--- src/rtl/uart_rx_deframer.sv ---
// -----------------------------------------------------------------------------
// uart_rx_deframer
//
// Oversampling UART receive framer. The raw line is synchronised, a falling
// edge opens a frame, the start bit is re-checked at its middle, and every
// following bit (data LSB first, optional parity, stop) is sampled in the middle
// of its bit period by counting baud_tick pulses. At the end of each frame the
// assembled word and the sampled stop level are handed to the downstream stop
// checker together with a one-cycle check_stop strobe.
//
// Ports:
//   CLK          system clock, rising edge
//   RST          asynchronous active-high reset
//   baud_tick    one-CLK pulse, OVERSAMPLE pulses per bit period
//   RX_in        raw asynchronous serial line, idle high
//   data_out     last received data word (holds until next check_stop)
//   stop_bit     sampled stop level of the last frame
//   check_stop   one-CLK strobe: data_out/stop_bit/parity_error updated
//   parity_error parity mismatch on the last frame (0 when PARITY_EN=0)
//   busy         high whenever the framer is not idle
// -----------------------------------------------------------------------------
module uart_rx_deframer #(
  parameter int OVERSAMPLE = 16,
  parameter int DATA_BITS  = 8,
  parameter int PARITY_EN  = 0,
  parameter int PARITY_ODD = 0
) (
  input  logic                 CLK,
  input  logic                 RST,
  input  logic                 baud_tick,
  input  logic                 RX_in,
  output logic [DATA_BITS-1:0] data_out,
  output logic                 stop_bit,
  output logic                 check_stop,
  output logic                 parity_error,
  output logic                 busy
);

  localparam int   TICK_W = $clog2(OVERSAMPLE);
  localparam int   BIT_W  = $clog2(DATA_BITS);
  localparam logic ODD    = (PARITY_ODD != 0);

  typedef enum logic [2:0] {
    S_IDLE,
    S_START,
    S_DATA,
    S_PARITY,
    S_STOP,
    S_BREAK
  } state_t;

  state_t               state, state_next;
  logic                 rx_meta, rx_s;
  logic [TICK_W-1:0]    tick_cnt;
  logic [BIT_W-1:0]     bit_cnt;
  logic [DATA_BITS-1:0] shift_reg;
  logic                 par_err_q;

  logic half_tick, full_tick;
  logic shift_en, par_en, stop_en;

  // Two-flop synchroniser; resets to the idle (high) line level so that
  // leaving reset never looks like a start bit.
  // NOTE: sequential state uses non-blocking assignments so every flop
  // samples the pre-edge values of the others, exactly like the hardware.
  always_ff @(posedge CLK or posedge RST) begin
    if (RST) begin
      rx_meta <= 1'b1;
      rx_s    <= 1'b1;
    end else begin
      rx_meta <= RX_in;
      rx_s    <= rx_meta;
    end
  end

  // Middle of the start bit, and middle of every later bit measured from
  // the previous sample point.
  assign half_tick = baud_tick && (tick_cnt == TICK_W'(OVERSAMPLE/2 - 1));
  assign full_tick = baud_tick && (tick_cnt == TICK_W'(OVERSAMPLE - 1));

  always_ff @(posedge CLK or posedge RST) begin
    if (RST) state <= S_IDLE;
    else     state <= state_next;
  end

  // NOTE: every signal driven here gets a default first, so no path through
  // the case statement can leave one unassigned and infer a latch.
  always_comb begin
    state_next = state;
    shift_en   = 1'b0;
    par_en     = 1'b0;
    stop_en    = 1'b0;
    case (state)
      S_IDLE:   if (!rx_s) state_next = S_START;
      S_START:  if (half_tick) state_next = rx_s ? S_IDLE : S_DATA;
      S_DATA: begin
        if (full_tick) begin
          shift_en = 1'b1;
          if (bit_cnt == BIT_W'(DATA_BITS - 1))
            state_next = (PARITY_EN != 0) ? S_PARITY : S_STOP;
        end
      end
      S_PARITY: begin
        if (full_tick) begin
          par_en     = 1'b1;
          state_next = S_STOP;
        end
      end
      S_STOP: begin
        if (full_tick) begin
          stop_en    = 1'b1;
          // A low stop bit may be a held-low (break) line; wait for it to
          // return high before arming for a new frame.
          state_next = rx_s ? S_IDLE : S_BREAK;
        end
      end
      S_BREAK:  if (rx_s) state_next = S_IDLE;
      default:  state_next = S_IDLE;
    endcase
  end

  // Tick counter: restarts on every state change, counts baud ticks only
  // while a frame is in progress and wraps once per bit period.
  always_ff @(posedge CLK or posedge RST) begin
    if (RST) begin
      tick_cnt <= '0;
    end else if (state_next != state) begin
      tick_cnt <= '0;
    end else if (baud_tick && state != S_IDLE && state != S_BREAK) begin
      if (tick_cnt == TICK_W'(OVERSAMPLE - 1)) tick_cnt <= '0;
      else                                     tick_cnt <= tick_cnt + TICK_W'(1);
    end
  end

  // Data path: shift in LSB first, evaluate parity once the word is
  // complete, publish everything together at the stop-bit sample.
  always_ff @(posedge CLK or posedge RST) begin
    if (RST) begin
      bit_cnt      <= '0;
      shift_reg    <= '0;
      par_err_q    <= 1'b0;
      data_out     <= '0;
      stop_bit     <= 1'b1;
      check_stop   <= 1'b0;
      parity_error <= 1'b0;
    end else begin
      check_stop <= stop_en;
      if (shift_en) begin
        shift_reg <= {rx_s, shift_reg[DATA_BITS-1:1]};
        if (bit_cnt == BIT_W'(DATA_BITS - 1)) bit_cnt <= '0;
        else                                  bit_cnt <= bit_cnt + BIT_W'(1);
      end
      if (par_en)
        par_err_q <= ((^shift_reg) ^ rx_s) != ODD;
      if (stop_en) begin
        data_out     <= shift_reg;
        stop_bit     <= rx_s;
        parity_error <= (PARITY_EN != 0) && par_err_q;
      end
    end
  end

  assign busy = (state != S_IDLE);

endmodule
--- config.mk ---
export PLATFORM = sky130hd
export DESIGN_NAME = uart_rx_deframer
export DESIGN_NICKNAME = d
export VERILOG_FILES = /design/src/rtl/uart_rx_deframer.sv
export SDC_FILE = /design/constraint.sdc
export NUM_CORES = 1
export LEC_CHECK = 0
export CAP_MARGIN = 25
export CORE_MARGIN = 10
export CORE_UTILIZATION = 55
export DETAILED_ROUTE_END_ITERATION = 7
export DONT_BUFFER_PORTS = 1
export PLACE_DENSITY = 0.67
export SYNTH_ARGS = -nofsm -noshare
export SYNTH_HDL_FRONTEND = slang
export SYNTH_SLANG_ARGS = --single-unit
--- constraint.sdc ---
create_clock -name CLK -period 3.47 [get_ports CLK]
set_input_delay 0.694 -clock CLK [delete_from_list [all_inputs] [get_ports CLK]]
set_output_delay 0.694 -clock CLK [all_outputs]
set_load 0.01 [all_outputs]
==> impl_metrics.tcl <==
set metrics [dict create \
    criticalPathCategory "reg2reg" \
    grt_pass1_wl_um 4215 \
    period_minus_slack_ns 2.042 \
    reg2reg_to "bit_cnt[2]$_DFFE_PP0P_" \
    drt-total-wl_um 2370 \
    power_w 0.0008429 \
    maxSlewHeadroom 0.6106 \
    synth_cell_types 40 \
    synth.mux.area_fraction 0.1876 \
    via_per_inst 5.959 \
    die_x_um 71.42 \
    wl_per_cell_um 16.23 \
    place_congestion 0.7946 \
    synth_fa_ha_area_frac 0.02582 \
    nNetsFinal 122 \
    synth-xor-area-share 0.01205 \
    stdcell_area_sq_um 1528 \
    fin_skew_ns 0.01088 \
    synth_compound_area_frac 0.1093 \
    rows 18 \
    core-area_sq_um 2500 \
    cts_buffers 5 \
    seq_area_frac_synth 0.5189 \
    status "finished clean" \
    slew_viol_final 0 \
    setup_viol 0 \
    vias 870 \
    worst-path-max-fanout 11 \
    grt_pass1_vias 881 \
    num_io_pins 16 \
    ant_nets 0 \
    synth_warnings 0 \
    grt_max_degree 24 \
    reg2reg_slack_ns 1.43 \
    clkTransAtPathRegs_ns 0.09 \
    utilization 0.6111 \
    track_usage 0.1027 \
    rr_worst_depth 5 \
    required_ns 3.68 \
    syn_area_per_cell_sq_um 12.53 \
    dr.first_iter.drc_count 65 \
    synth_top_family_by_area "multiplexers" \
    synthCells 116 \
    antenna_found_initial 0 \
    r2r-start "tick_cnt[0]$_DFFE_PP0P_" \
    cp.arrival_ns 2.25 \
    synth_top_cell_by_area "dfrtp_1" \
    dp.cells 138 \
    cap_violations 0 \
    cts.sinks 30 \
    die_y_um 71.42 \
    clockBufferDepth 2 \
    layout-drive-gt1-share 0.3017 \
    most-common-layout-cells "27 x dfrtp_1, 10 x mux2_2, 10 x mux2_4" \
    postSynthNetCount 123 \
    synthTopCellsByArea "dfrtp_1 46%, mux2_4 10%, mux2_2 7.7%" \
    remaining_drc_errors 0 \
    cts_tree "yes" \
    die_area_sq_um 5100 \
    synth_top_area_share 0.4647 \
    cts_root_buf "clkbuf_4" \
    cts_resized 0 \
    numPortBuffers 0 \
    ys_ff_latch 30 \
    clock_latency_ns 0.32 \
    htreeDepth 2 \
    gr-total-overflow 0 \
    worst_setup_path_start_kind "register" \
    tns_ns 0 \
    initial_core_util 0.5816 \
    crit_path_end_kind "register" \
    rsz0062_at_grt "false" \
    post-cts-setup-buffers 0 \
    first_pass_iters 4 \
    crit_path_start "tick_cnt[0]$_DFFE_PP0P_" \
    hold_class "in2async" \
    place_area_sq_um 1468 \
    place.detailed.hpwl_um 1728 \
    netlist_area_sq_um 1454 \
    layout_commonest_cell "dfrtp_1" \
    post-route-period-util 0.5886 \
    hold_violations 0 \
    power.leakage_nw 0.7567 \
    yosys.area_share.simple 0.1007 \
    ir_worst_vdd_uv 377.0 \
    worst_slew_pin_slew_ns 0.5829 \
    max_freq_mhz 489.6 \
    syn_to_final_growth_pct 5.078 \
    cts-hold-fix-buffers 0 \
    power_density_nw_per_um2 551.7 \
    final_cell_count_no_fill 146 \
    diodes 0 \
]
report_power, final:
| part | internal (W) | switching [W] |
|---|---|---|
| logic | 0.0000929 | 0.0000749 |
| clock network | 0.0000981 | 0.000114 |
| registers | 0.000389 | 0.0000745 |
| total | 0.000580 | 0.000263 |
Yosys cell counts:
cell type / count
o2111ai_1: 1
o22a_1: 1
nand4b_1: 1
buf_6: 1
conb_1: 1
buf_2: 2
o21ai_0: 5
ha_1: 3
nor3_1: 5
nand2_2: 1
nor4_1: 3
xor2_1: 2
o21bai_1: 1
or3_1: 1
or3_4: 1
and4_1: 1
nand3_1: 2
a31o_2: 1
dfstp_2: 3
a41oi_1: 1
buf_4: 2
or2b_1: 1
mux2_4: 10
a2111oi_2: 1
mux2_2: 10
a311o_1: 1
o211ai_1: 1
mux2i_1: 1
nor2_1: 4
a21oi_1: 5
nand2_1: 2
nor3b_1: 2
inv_1: 3
clkbuf_1: 4
nand2b_1: 1
a2bb2oi_1: 1
o32ai_1: 1
dfrtp_1: 27
a21o_1: 1
a22o_1: 1
how the worst max path moves through the flow:
stage,end,slack (ns)
final,bit_cnt[2]$_DFFE_PP0P_,1.43
after global routing,data_out[1]$_DFFE_PP0P_,1.27
after CTS,busy,1.40
after detailed placement,bit_cnt[2]$_DFFE_PP0P_,1.45
after global placement,shift_reg[2]$_DFFE_PP0P_,1.50
after floorplan,bit_cnt[0]$_DFFE_PP0P_,1.53
per-layer routing:
layer  global-route usage  part of all wire  vias to the layer above
met2               0.1588              0.47                       20
met1               0.1145              0.44                      421
met5                    0                 0                        -
met4              0.06237             0.026                        0
li1                     -                 -                      423
met3              0.04408             0.068                        6
worst max-delay path, cell delays in order (launching register included):
cell     delay (ns)
dfrtp_1        0.42
ha_1           0.29
and4_1         0.37
nand2_2        0.08
or3_4          0.45
mux2_4         0.32
kinds of logic after synthesis:
| family | after synthesis |
|---|---|
| mux | 21 |
| flops | 30 |
| buf+inv | 12 |
| simple gates | 25 |
| xor+xnor | 2 |
| fa+ha+maj | 3 |
| compound gates | 22 |
| other cells | 1 |
cell type report:
type                            instances  area (sq um)
Inverter                                3         11.26
Timing Repair Buffer                    1         27.53
Tap cell                               30         37.54
Clock inverter                          1         5.005
Multi-Input combinational cell         74         636.9
Clock buffer                            7         55.05
Sequential cell                        30         754.5
Fill cell                             201         972.2
per-stage QoR:
stage | setup slack, ns | hold slack [ns]
floorplan | 1.535 | 0.3452
global placement | 1.496 | 0.3479
detailed placement | 1.450 | 0.3499
CTS | 1.398 | 0.2242
global route | 1.270 | 0.2141
finish | 1.428 | 0.2316
(Power assumes the default switching activity.)
